## src/rtl/count_seq_pkg.sv

```systemverilog
// count_seq_pkg: shared types and defaults
// for the count sequencer slice.
package count_seq_pkg;

  localparam int DEB_CYCLES_DEF = 4;
  localparam int TICK_DIV_DEF   = 10;
  localparam int PRESC_W        = 10;

  typedef enum logic [1:0] {
    IDLE  = 2'd0,
    RUN   = 2'd1,
    PAUSE = 2'd2,
    STEP  = 2'd3
  } state_e;

  typedef enum logic [1:0] {
    EV_NONE,
    EV_CLR,
    EV_RUN,
    EV_STEP
  } evt_e;

  // Resolve same-cycle presses: clr > run > step.
  function automatic evt_e pick_evt(
    input logic clr,
    input logic run,
    input logic step
  );
    evt_e ev;
    ev = EV_NONE;
    if (clr)
      ev = EV_CLR;
    else if (run)
      ev = EV_RUN;
    else if (step)
      ev = EV_STEP;
    return ev;
  endfunction

endpackage

```

## src/rtl/btn_debounce.sv

```systemverilog
// btn_debounce: 2-FF sync, stable-count
// debounce and one-cycle rising-edge press.
module btn_debounce
  import count_seq_pkg::*;
#(
  parameter int DEB_CYCLES = DEB_CYCLES_DEF
) (
  input  logic clk,
  input  logic reset,
  input  logic btn,
  output logic press
);

  localparam int CW = $clog2(DEB_CYCLES + 1);

  logic          s1;
  logic          s2;
  logic [1:0]    vld;
  logic [CW-1:0] cnt;
  logic          lock;
  logic          deb;
  logic          deb_q;
  logic          cnt_done;
  logic          same;

  assign cnt_done = (cnt == CW'(DEB_CYCLES - 1));
  assign same     = lock && (s2 == deb);

  // First level accepted after reset is adopted
  // silently, so a held button never presses.
  always_ff @(posedge clk) begin
    if (!reset) begin
      s1    <= 1'b0;
      s2    <= 1'b0;
      vld   <= '0;
      cnt   <= '0;
      lock  <= 1'b0;
      deb   <= 1'b0;
      deb_q <= 1'b0;
      press <= 1'b0;
    end else begin
      s1    <= btn;
      s2    <= s1;
      vld   <= {vld[0], 1'b1};
      deb_q <= deb;
      press <= deb & ~deb_q;
      if (!vld[1] || same) begin
        cnt <= '0;
      end else if (cnt_done) begin
        cnt  <= '0;
        deb  <= s2;
        lock <= 1'b1;
        if (!lock)
          deb_q <= s2;
      end else begin
        cnt <= cnt + 1'b1;
      end
    end
  end

endmodule

```

## src/rtl/count_sequencer.sv

```systemverilog
// count_sequencer: button-driven run/pause/step
// sequencer issuing strobes to a 4-bit counter.
module count_sequencer
  import count_seq_pkg::*;
#(
  parameter int DEB_CYCLES = DEB_CYCLES_DEF,
  parameter int TICK_DIV   = TICK_DIV_DEF
) (
  input  logic       clk,
  input  logic       reset,
  input  logic       run_btn,
  input  logic       step_btn,
  input  logic       clr_btn,
  input  logic       dir_sw,
  input  logic       stop_at_term,
  input  logic [3:0] count,
  output logic       cnt_en,
  output logic       cnt_clr,
  output logic       cnt_up,
  output logic [1:0] state
);

  logic run_p;
  logic step_p;
  logic clr_p;
  logic dir_s1;
  logic dir_s2;

  state_e             st;
  state_e             st_n;
  logic [PRESC_W-1:0] presc;
  logic [PRESC_W-1:0] presc_n;
  logic               en_n;
  logic               clr_n;
  logic               up_n;
  logic               tick;
  logic               at_term;
  evt_e               ev;

  btn_debounce #(
    .DEB_CYCLES(DEB_CYCLES)
  ) u_run (
    .clk  (clk),
    .reset(reset),
    .btn  (run_btn),
    .press(run_p)
  );

  btn_debounce #(
    .DEB_CYCLES(DEB_CYCLES)
  ) u_step (
    .clk  (clk),
    .reset(reset),
    .btn  (step_btn),
    .press(step_p)
  );

  btn_debounce #(
    .DEB_CYCLES(DEB_CYCLES)
  ) u_clr (
    .clk  (clk),
    .reset(reset),
    .btn  (clr_btn),
    .press(clr_p)
  );

  assign ev      = pick_evt(clr_p, run_p, step_p);
  assign tick    = (presc == PRESC_W'(TICK_DIV - 1));
  assign at_term = dir_s2 ? (count == 4'hF)
                          : (count == 4'h0);
  assign state   = st;

  // Next state, prescaler and strobes.
  always_comb begin
    st_n    = st;
    presc_n = '0;
    en_n    = 1'b0;
    clr_n   = 1'b0;
    unique case (st)
      IDLE: begin
        case (ev)
          EV_CLR:  clr_n = 1'b1;
          EV_RUN:  st_n  = RUN;
          default: ;
        endcase
      end
      RUN: begin
        case (ev)
          EV_CLR: begin
            st_n  = IDLE;
            clr_n = 1'b1;
          end
          EV_RUN: st_n = PAUSE;
          default: begin
            if (!tick)
              presc_n = presc + 1'b1;
            else if (stop_at_term && at_term)
              st_n = PAUSE;
            else
              en_n = 1'b1;
          end
        endcase
      end
      PAUSE: begin
        case (ev)
          EV_CLR: begin
            st_n  = IDLE;
            clr_n = 1'b1;
          end
          EV_RUN: st_n = RUN;
          EV_STEP: begin
            st_n = STEP;
            en_n = 1'b1;
          end
          default: ;
        endcase
      end
      STEP: st_n = PAUSE;
    endcase
    up_n = en_n ? dir_s2 : cnt_up;
  end

  // State, prescaler, dir sync and output regs.
  always_ff @(posedge clk) begin
    if (!reset) begin
      st      <= IDLE;
      presc   <= '0;
      cnt_en  <= 1'b0;
      cnt_clr <= 1'b0;
      cnt_up  <= 1'b1;
      dir_s1  <= 1'b0;
      dir_s2  <= 1'b0;
    end else begin
      st      <= st_n;
      presc   <= presc_n;
      cnt_en  <= en_n;
      cnt_clr <= clr_n;
      cnt_up  <= up_n;
      dir_s1  <= dir_sw;
      dir_s2  <= dir_s1;
    end
  end

endmodule

```

## config.mk

```make
export PLATFORM = sky130hd
export DESIGN_NAME = count_sequencer
export DESIGN_NICKNAME = d
export VERILOG_FILES = /design/src/rtl/count_seq_pkg.sv /design/src/rtl/btn_debounce.sv /design/src/rtl/count_sequencer.sv
export SDC_FILE = /design/constraint.sdc
export NUM_CORES = 1
export LEC_CHECK = 0
export CORE_MARGIN = 3
export CORE_UTILIZATION = 41
export DETAILED_ROUTE_END_ITERATION = 8
export MAX_ROUTING_LAYER = met4
export SYNTH_ARGS = -nofsm -noshare
export SYNTH_HDL_FRONTEND = slang
export SYNTH_SLANG_ARGS = --single-unit
```

## constraint.sdc

```tcl
create_clock -name clk -period 3.9 [get_ports clk]
set_input_delay 0.39 -clock clk [delete_from_list [all_inputs] [get_ports clk]]
set_output_delay 0.39 -clock clk [all_outputs]
set_load 0.02 [all_outputs]
```

# [Word level (Yosys, flattened, before mapping)]
# Index checks and enable logic that the tools add are counted.
[classes] n_reduce_logical=23 bitwise_logic=11 n_eq_ne=18 n_mux=28 add_sub_neg=4
[ops] cell="1-bit two-way mux" n=18
[ops] cell="2-bit two-way mux" n=6
[ops] cell="3-bit OR reduction" n=4
[ops] cell="10-bit by 1-bit adder with 10-bit output, second input constant" n=1
[ops] cell="10-bit by 4-bit equality test with 1-bit output, second input constant" n=1
[ops] cell="3-bit by 1-bit adder with 3-bit output, second input constant" n=3
[ops] cell="3-bit by 2-bit equality test with 1-bit output, second input constant" n=3
[ops] cell="2-bit equality test, second input constant" n=4
[ops] cell="4-bit inequality test, second input constant" n=2
[ops] cell="1-bit inverter" n=8
[ops] cell="2-bit case mux with 4 select lines" n=1
[ops] cell="2-bit AND reduction" n=4
[ops] cell="2-bit case mux with 3 select lines" n=1
[ops] cell="5-bit OR reduction" n=1
[ops] cell="2-bit by 1-bit equality test with 1-bit output, second input constant" n=2
[ops] cell="4-bit equality test, second input constant" n=1
[ops] cell="1-bit logical AND" n=4
[ops] cell="4-bit zero test" n=1
[ops] cell="4-bit by 2-bit inequality test with 1-bit output, second input constant" n=1
[ops] cell="2-bit case mux with 2 select lines" n=1
[ops] cell="4-bit AND reduction" n=1
[ops] cell="1-bit AND" n=3
[ops] cell="1-bit equality test" n=3
[ops] cell="1-bit zero test" n=3
[ops] cell="5 further kinds" n=7
[word_totals] output_inout_bits=5 elab_cells=118 regBits=50 in_bits=11

# [Longest topological paths before layout]
# Gate-level depths: netlist of the first run.
[depth] ltp_word=7 depth_mapped=8 depth_no_buf=8

# [Modules after synthesis]
# From an unflattened synthesis of the first run, not the netlist that was laid out.
[hier_totals] hier_cells=207 area_unflattened_um2=2084.5
[by_module_without_submodules] module="btn_debounce" seq_area_each_um2=220.2 cells_per_inst=33 area_each_um2=381.6 instances=3
[by_module_without_submodules] module="count_sequencer" seq_area_each_um2=340.3 cells_per_inst=108 area_each_um2=939.7 instances=1

# [Least setup slack after synthesis of the first run]
# Ideal clock, no wire load.
[synth_timing] kind="register to register" startpoint="register st[0] (netlist: state[0])" endpoint="register st[0] (netlist: state[0])" stages_incl_launch_ff=7 period_less_slack_ns=1.781 path_buffers=0 path_slack_ns=2.119 required_time_ns=3.837 arrival_time_ns=1.718 path_cell_list="dfxtp_1 inv_1 ha_1 nor2b_1 a211oi_1 or4b_1 nand3_1"
[synth_between] elab_chain_len=3 elab_cells_between_ends=10
[synth_lines] item="start: declaration" line_no="count_sequencer.sv:29" text="state_e st;"
[synth_lines] item="start signal: assignment" line_no="count_sequencer.sv:134" text="st <= st_n;"
[synth_lines] item="2-bit equality test, or another cell as far along" line_no="count_sequencer.sv:79" text="unique case (st)"
[synth_lines] item="4-bit by 2-bit inequality test with 1-bit output (no line), or another cell as far along"
[synth_lines] item="4-bit AND reduction (no line)"
# Parallel ways exist; a longest one is shown, timed or not.
# A chain may end at the register's enable or synchronous reset.

# [Worst setup path in the final report of the first run]
[layout_timing] startpoint="register u_run.press" endpoint="register st[0] (netlist: state[0])"
[layout_between] elab_chain_len=5 elab_cells_between_ends=13
[layout_lines] item="start: declaration" line_no="btn_debounce.sv:11" text="output logic press"
[layout_lines] item="start signal: assignment" line_no="btn_debounce.sv:46" text="press <= deb & ~deb_q;"
[layout_lines] item="2-bit two-way mux (*)" line_no="count_seq_pkg.sv:33" text="else if (run)"
[layout_lines] item="2-bit two-way mux (*)" line_no="count_seq_pkg.sv:31" text="if (clr)"
[layout_lines] item="2-bit equality test, or another cell as far along" line_no="count_sequencer.sv:105" text="case (ev)"
[layout_lines] item="2-bit case mux with 3 select lines, or another cell as far along" line_no="count_sequencer.sv:105"
[layout_lines] item="2-bit case mux with 4 select lines / 4-bit AND reduction (equally long branches)"
# Mark *: on every way between the ends. The rest lies on a longest branch, timed or not.

==> results of run 1 <==
==> cell type report <==
class / count / area [um2] / area share (%)
multi-input cells: 143 / 935.9 / 41.23
flip-flops and latches: 46 / 920.9 / 40.57
repair buffers: 16 / 157.7 / 6.946
clock buffers: 5 / 68.82 / 3.032
clock inverters: 3 / 68.82 / 3.032
well taps: 52 / 65.06 / 2.867
inverters: 14 / 52.55 / 2.315
==> state kept, by name, indices dropped and copies added, names as in the netlist, 2 cells and up <==
signal and cells:
u_step.cnt 3, presc 10, u_clr.vld 2, state 2, u_run.cnt 3, u_clr.cnt 3
==> how the worst min path moves through the flow <==
stage / slack, ns / startpoint / to
floorplan: 0.37 / u_clr.deb_q / u_clr.press
global placement: 0.37 / u_clr.deb_q / u_clr.press
detailed placement: 0.37 / u_clr.deb_q / u_clr.press
CTS: 0.38 / u_step.deb_q / u_step.press
global route: 0.39 / u_clr.deb_q / u_clr.press
finish: 0.38 / u_clr.deb_q / u_clr.press
==> Yosys cell counts (all sizes together), types with 3 or more instances <==
| library cell | count |
|---|---|
| ha | 15 |
| and2 | 11 |
| clkbuf | 3 |
| a211o | 3 |
| nand4 | 3 |
| inv | 14 |
| xnor2 | 4 |
| nand2 | 12 |
| mux2i | 4 |
| xor2 | 7 |
| a21oi | 9 |
| nand3 | 11 |
| dfxtp | 46 |
| nor2 | 37 |
==> cell usage in the layout, fill, tap and decap left out, drive strengths merged, types with 2 or more instances in the layout <==
master | Yosys | routed
and4 | 2 | 2
nor2b | 2 | 2
ha | 15 | 15
bufinv | 0 | 2
nand4b | 2 | 2
nand4 | 3 | 3
and2 | 11 | 11
nand2 | 12 | 12
mux2i | 4 | 4
xnor2 | 4 | 4
a211o | 3 | 3
o2111ai | 2 | 2
a32oi | 2 | 2
clkdlybuf4s50 | 0 | 15
inv | 14 | 14
nor2 | 37 | 37
a21oi | 9 | 9
dfxtp | 46 | 46
clkbuf | 3 | 5
and3 | 2 | 2
nor4 | 2 | 2
nand3 | 11 | 11
xor2 | 7 | 7
nor3 | 2 | 2
nor4b | 2 | 2
==> per-stage QoR <==
stage          util, %  instance area, um2  power (mW)  hold WS (ns)  instances
2_1_floorplan        -                1924      0.5261        0.3667        207
3_3_place_gp     47.97                2132      0.5482        0.3724        271
3_5_place_dp     47.97                2132      0.5484        0.3710        271
4_1_cts          51.07                2270      0.9712        0.3845        279
5_1_grt          51.07                2270      0.9985        0.3878        279
6_report         51.07                2270      0.9599        0.3785        279
==> kinds of logic (layout without fill, tap and decap cells) <==
kind of cell / Yosys count / in the layout / share of synthesized area [%]
flip-flops: 46 / 46 / 47.85
XOR/XNOR: 11 / 11 / 5.006
AND/OR/NAND/NOR: 92 / 92 / 24.38
buffers and inverters: 18 / 38 / 3.511
AO/OA/AOI/OAI: 21 / 21 / 7.413
multiplexers: 4 / 4 / 2.081
adder cells (fa/ha/maj): 15 / 15 / 9.753
==> worst max-delay path, delay by kind of cell, from the launching register on <==
| family | cells | cell delay, ns |
|---|---|---|
| buf+inv | 2 | 0.12 |
| simple gates | 2 | 0.77 |
| compound gates | 3 | 0.55 |
| fa+ha+maj | 1 | 0.25 |
| flops | 1 | 0.34 |
==> where the power goes <==
| group | switching [mW] | internal, mW | total [mW] | leakage, nW |
|---|---|---|---|---|
| Combinational | 0.0268 | 0.0256 | 0.0524 | 0.433 |
| Sequential | 0.00797 | 0.478 | 0.486 | 0.373 |
| Clock | 0.165 | 0.257 | 0.422 | 0.0683 |
==> routing by layer <==
layer / wire length [um] / global-route usage [%]
met2: 1438 / 20.88
met1: 1651 / 17.18
met5: 0 / -
met3: 137 / 5.270
met4: 33 / 4.150
==> results.sh, run 1 <==
export IMPL_synth_seq_cells=46
export IMPL_grt_setup_unrepaired="no"
export IMPL_die_w_um=74.51
export IMPL_wl_per_cell_um=11.69
export IMPL_setup_slack_ns=1.769
export IMPL_portBuffers=15
export IMPL_crit_path_max_incr_delay_ns=0.68
export IMPL_cts_buffer_depth=2
export IMPL_start_kind="register"
export IMPL_drc=0
export IMPL_antenna_found_initial=0
export IMPL_yosysTopAreaCell="dfxtp_1"
export IMPL_p_per_area_mw_per_mm2=422.9
export IMPL_rows=24
export IMPL_synthCells=207
export IMPL_dieArea_mm2=0.005552
export IMPL_syn_area_mm2=0.001924
export IMPL_cts_buffers=5
export IMPL_crit_fanout=4
export IMPL_yosys_top_cells_area="dfxtp_1 48%, ha_1 9.8%, nor2_1 7.2%"
export IMPL_cts_hold_buf=0
export IMPL_maxCapViolCount=0
export IMPL_grt_pass1_wl_mm=5.754
export IMPL_r2r_start="u_run.press"
export IMPL_r2r_slack_ns=1.77
export IMPL_wl_mm=3.261
export IMPL_clock_sinks=46
export IMPL_via_per_inst=5.050
export IMPL_cts_tree="yes"
export IMPL_cts_clk_slew_worst_paths_ns=0.09
export IMPL_yosys_warnings=0
export IMPL_endpoint="state[0]"
export IMPL_grt_pass1_vias=1342
export IMPL_area_growth_pct=17.95
export IMPL_ir_drop_mv=0.2144
export IMPL_fillers=427
export IMPL_dr_pass1_iters=5
export IMPL_setup_tns_ns=0
export IMPL_drt_iter0_markers=115
export IMPL_finalCriticalPeriod_ns=2.131
export IMPL_cp_startpoint="u_run.press"
export IMPL_gp_congestion=0.8146
export IMPL_ys_types=35
export IMPL_core_area_mm2=0.004444
export IMPL_synth_edff_count=0
export IMPL_ys_async_sr_fraction_pct=0
export IMPL_outcome="completed"
export IMPL_io_pins=16
export IMPL_criticalPathCategory="reg -> reg"
export IMPL_worstPathRequired_ns=4.09
export IMPL_post_cts_resize_count=0
export IMPL_post_cts_buffers=0
export IMPL_fin_nets=252
export IMPL_fp_dieH_um=74.51
export IMPL_cpMostUsedCell="inv_1"
export IMPL_endpoint_kind="register"
export IMPL_avgSynthCellArea_um2=9.296
export IMPL_grt_ovfl_total=0
export IMPL_synth_seq_area_share_pct=47.85
export IMPL_hold_viol=0
export IMPL_grt_usage_pct=13.84
export IMPL_maxSlewHeadroom_pct=50.91
export IMPL_clock_latency_ns=0.30
export IMPL_dp_hpwl_mm=2.232
export IMPL_syn_nets=233
export IMPL_drive_gt1_share_pct=5.286
export IMPL_drv_slew=0
export IMPL_htreeDepth=2
export IMPL_crit_chain="inv_1 -> a21oi_1 -> inv_1 -> ha_1 -> nor4b_1 -> a211oi_1 -> a32oi_1 -> nand3_1"
export IMPL_holdPathStages=1
export IMPL_period_share_pct=54.64
export IMPL_antenna_cells=0
export IMPL_drtAntennaViolNets=0
export IMPL_via_count=1409
export IMPL_synth_top_cell_area_share_pct=47.85
export IMPL_final_setup_viol_count=0
export IMPL_slowest_stage="nor4b_1"
export IMPL_synth_main_ff_cell="dfxtp_1"
export IMPL_start_util_pct=43.30
export IMPL_min_path_type="reg -> reg"
export IMPL_r2r_cells=8
export IMPL_regToRegEndpoint="state[0]"
export IMPL_grt_max_degree=23
export IMPL_arrival_ns=2.32
export IMPL_p_leak_nw=0.8751
export IMPL_pre_cts_ws_ns=1.828
export IMPL_fin_skew_ns=0.007491
export IMPL_max_freq_ghz=0.4692
export IMPL_cts_root_buf="clkbuf_8"
export IMPL_worst_pin_slew_ns=0.7262
Note: power is estimated with default switching activity, not from simulation.
==> run 2: changes to the inputs <==
clock period = 1.85 ns   (was 3.9 ns; I/O delays follow)
==> run 2 against run 1 <==
Effect of this change: register-to-register slack got worse by 1.7 ns; final area increased by 4.0%; worst setup slack got worse by 1.7 ns; clock skew down 0.0020 ns; largest cell class unchanged; power is 83% higher; highest routed layer unchanged; first-iteration DRC count fell by 65%.
==> results.sh, run 2 (same netlist as run 1, synthesis figures left out) <==
export IMPL_maxCapViolCount=0
export IMPL_cts_root_buf="clkbuf_8"
export IMPL_worstPathRequired_ns=2.09
export IMPL_hold_viol=0
export IMPL_crit_path_max_incr_delay_ns=0.44
export IMPL_antenna_found_initial=0
export IMPL_layout_area_seq_um2=927.1
export IMPL_cts_hold_buf=0
export IMPL_grt_max_degree=15
export IMPL_crit_chain="nor2_2 -> nor2_4 -> inv_1 -> ha_4 -> nor4b_2 -> buf_4 -> a211oi_2 -> or4b_1 -> nand3_1"
export IMPL_cp_startpoint="u_step.press"
export IMPL_regToRegEndpoint="state[0]"
export IMPL_clock_latency_ns=0.29
export IMPL_fin_nets=260
export IMPL_dp_hpwl_mm=2.411
export IMPL_drt_iter0_markers=40
export IMPL_worst_pin_slew_ns=0.3816
export IMPL_portBuffers=15
export IMPL_grt_pass1_vias=1324
export IMPL_die_w_um=74.51
export IMPL_io_pins=16
export IMPL_layout_commonest_cell="dfxtp_1"
export IMPL_grt_usage_pct=13.94
export IMPL_r2r_start="u_step.press"
export IMPL_clock_sinks=46
export IMPL_dr_pass1_iters=4
export IMPL_maxSlewHeadroom_pct=74.34
export IMPL_wl_mm=3.384
export IMPL_start_kind="register"
export IMPL_placed_cell_area_mm2=0.002192
export IMPL_wl_per_cell_um=11.79
export IMPL_fillers=413
export IMPL_fin_skew_ns=0.005469
export IMPL_drv_slew=0
export IMPL_arrival_ns=1.99
export IMPL_fin_hold_ws_ns=0.3766
export IMPL_multiInputGateArea_mm2=0.001006
export IMPL_r2r_cells=9
export IMPL_p_leak_nw=0.9002
export IMPL_outcome="completed"
export IMPL_antenna_cells=0
export IMPL_holdPathStages=1
export IMPL_drive_gt1_share_pct=13.19
export IMPL_r2r_slack_ns=0.09
export IMPL_drc=0
export IMPL_via_per_inst=4.969
export IMPL_fin_util_pct=53.10
export IMPL_p_per_area_mw_per_mm2=745.2
export IMPL_final_setup_viol_count=0
export IMPL_grt_ovfl_total=0
export IMPL_ir_drop_mv=0.4742
export IMPL_gp_congestion=0.7689
export IMPL_grt_pass1_wl_mm=5.809
export IMPL_crit_fanout=4
export IMPL_finalCriticalPeriod_ns=1.756
export IMPL_criticalPathCategory="reg -> reg"
export IMPL_core_area_mm2=0.004444
export IMPL_design_area_mm2=0.002360
export IMPL_slowest_stage="or4b_1"
export IMPL_cts_tree="yes"
export IMPL_mostFrequentLayoutCells="43 x dfxtp_1, 35 x nor2_1, 15 x clkdlybuf4s50_1, 13 x inv_1"
export IMPL_area_growth_pct=22.63
export IMPL_power_total_mw=1.758
export IMPL_period_share_pct=94.94
export IMPL_fp_dieH_um=74.51
export IMPL_cts_buffer_depth=2
export IMPL_largest_reg_flops=10
export IMPL_htreeDepth=2
export IMPL_cts_buffers=5
export IMPL_rows=24
export IMPL_min_path_type="reg -> reg"
export IMPL_endpoint_kind="register"
export IMPL_via_count=1426
export IMPL_start_util_pct=43.30
export IMPL_regMostFlops="presc"
export IMPL_dieArea_mm2=0.005552
export IMPL_drtAntennaViolNets=0
export IMPL_endpoint="state[0]"
export IMPL_max_freq_ghz=0.5693
export IMPL_cts_clk_slew_worst_paths_ns=0.08
run 2: cell types whose count changed in the layout (fill, tap and decap cells not counted), sizes merged:
cell    change
clkbuf      +2
buf         +8
bufinv      -2
run 2: critical path, delay by kind of cell, from the launching register on:
| family | cells | cell delay [ns] |
|---|---|---|
| AOI/OAI and AO/OA | 1 | 0.16 |
| and+or+nand+nor | 5 | 0.81 |
| DFF | 1 | 0.36 |
| buffers and inverters | 2 | 0.23 |
| adders and majority gates | 1 | 0.16 |
run 2: where the power goes:
group | internal [mW] | switching (mW)
clock | 0.301 | 0.305
combinational | 0.0681 | 0.0676
sequential | 1.01 | 0.0108
run 2: metrics by stage:
stage          TNS (ns)  worst slack (ns)  cells
4_1_cts               0           0.03117    287
3_3_place_gp          0           0.07730    279
2_1_floorplan         0           0.06893    207
6_report              0           0.09359    287
3_5_place_dp          0           0.04982    279
5_1_grt        -0.01498          -0.01498    287
run 2: worst min-delay path by stage:
stage / to / slack, ns / from
finish: u_clr.press / 0.38 / u_clr.deb_q
global route: u_clr.press / 0.40 / u_clr.deb_q
CTS: u_clr.press / 0.39 / u_clr.deb_q
detailed placement: u_clr.press / 0.38 / u_clr.deb_q
global placement: u_clr.press / 0.37 / u_clr.deb_q
floorplan: u_clr.vld[0] / 0.21 / reset
run 2: repair_timing:
action,CTS,global route
endpoints found under the setup margin,0,12
hold endpoints to repair,0,0
resized for setup,0,18
buffers inserted,0,0
run 2: cell type report:
| cell class | instances | share of cell area [%] |
|---|---|---|
| Inverter | 14 | 2.227 |
| Multi-Input combinational cell | 143 | 42.63 |
| Tap cell | 52 | 2.757 |
| Clock inverter | 1 | 0.2121 |
| Sequential cell | 46 | 39.29 |
| Timing Repair Buffer | 24 | 9.226 |
| Clock buffer | 7 | 3.659 |
run 2: layer usage:
metal / track usage [%] / share of wire (%) / vias to the layer above
li1: - / - / 749
met1: 17.98 / 49 / 657
met2: 20.78 / 47 / 15
met3: 4.595 / 3.2 / 5
met4: 4.150 / 1.4 / 0
met5: - / 0 / -
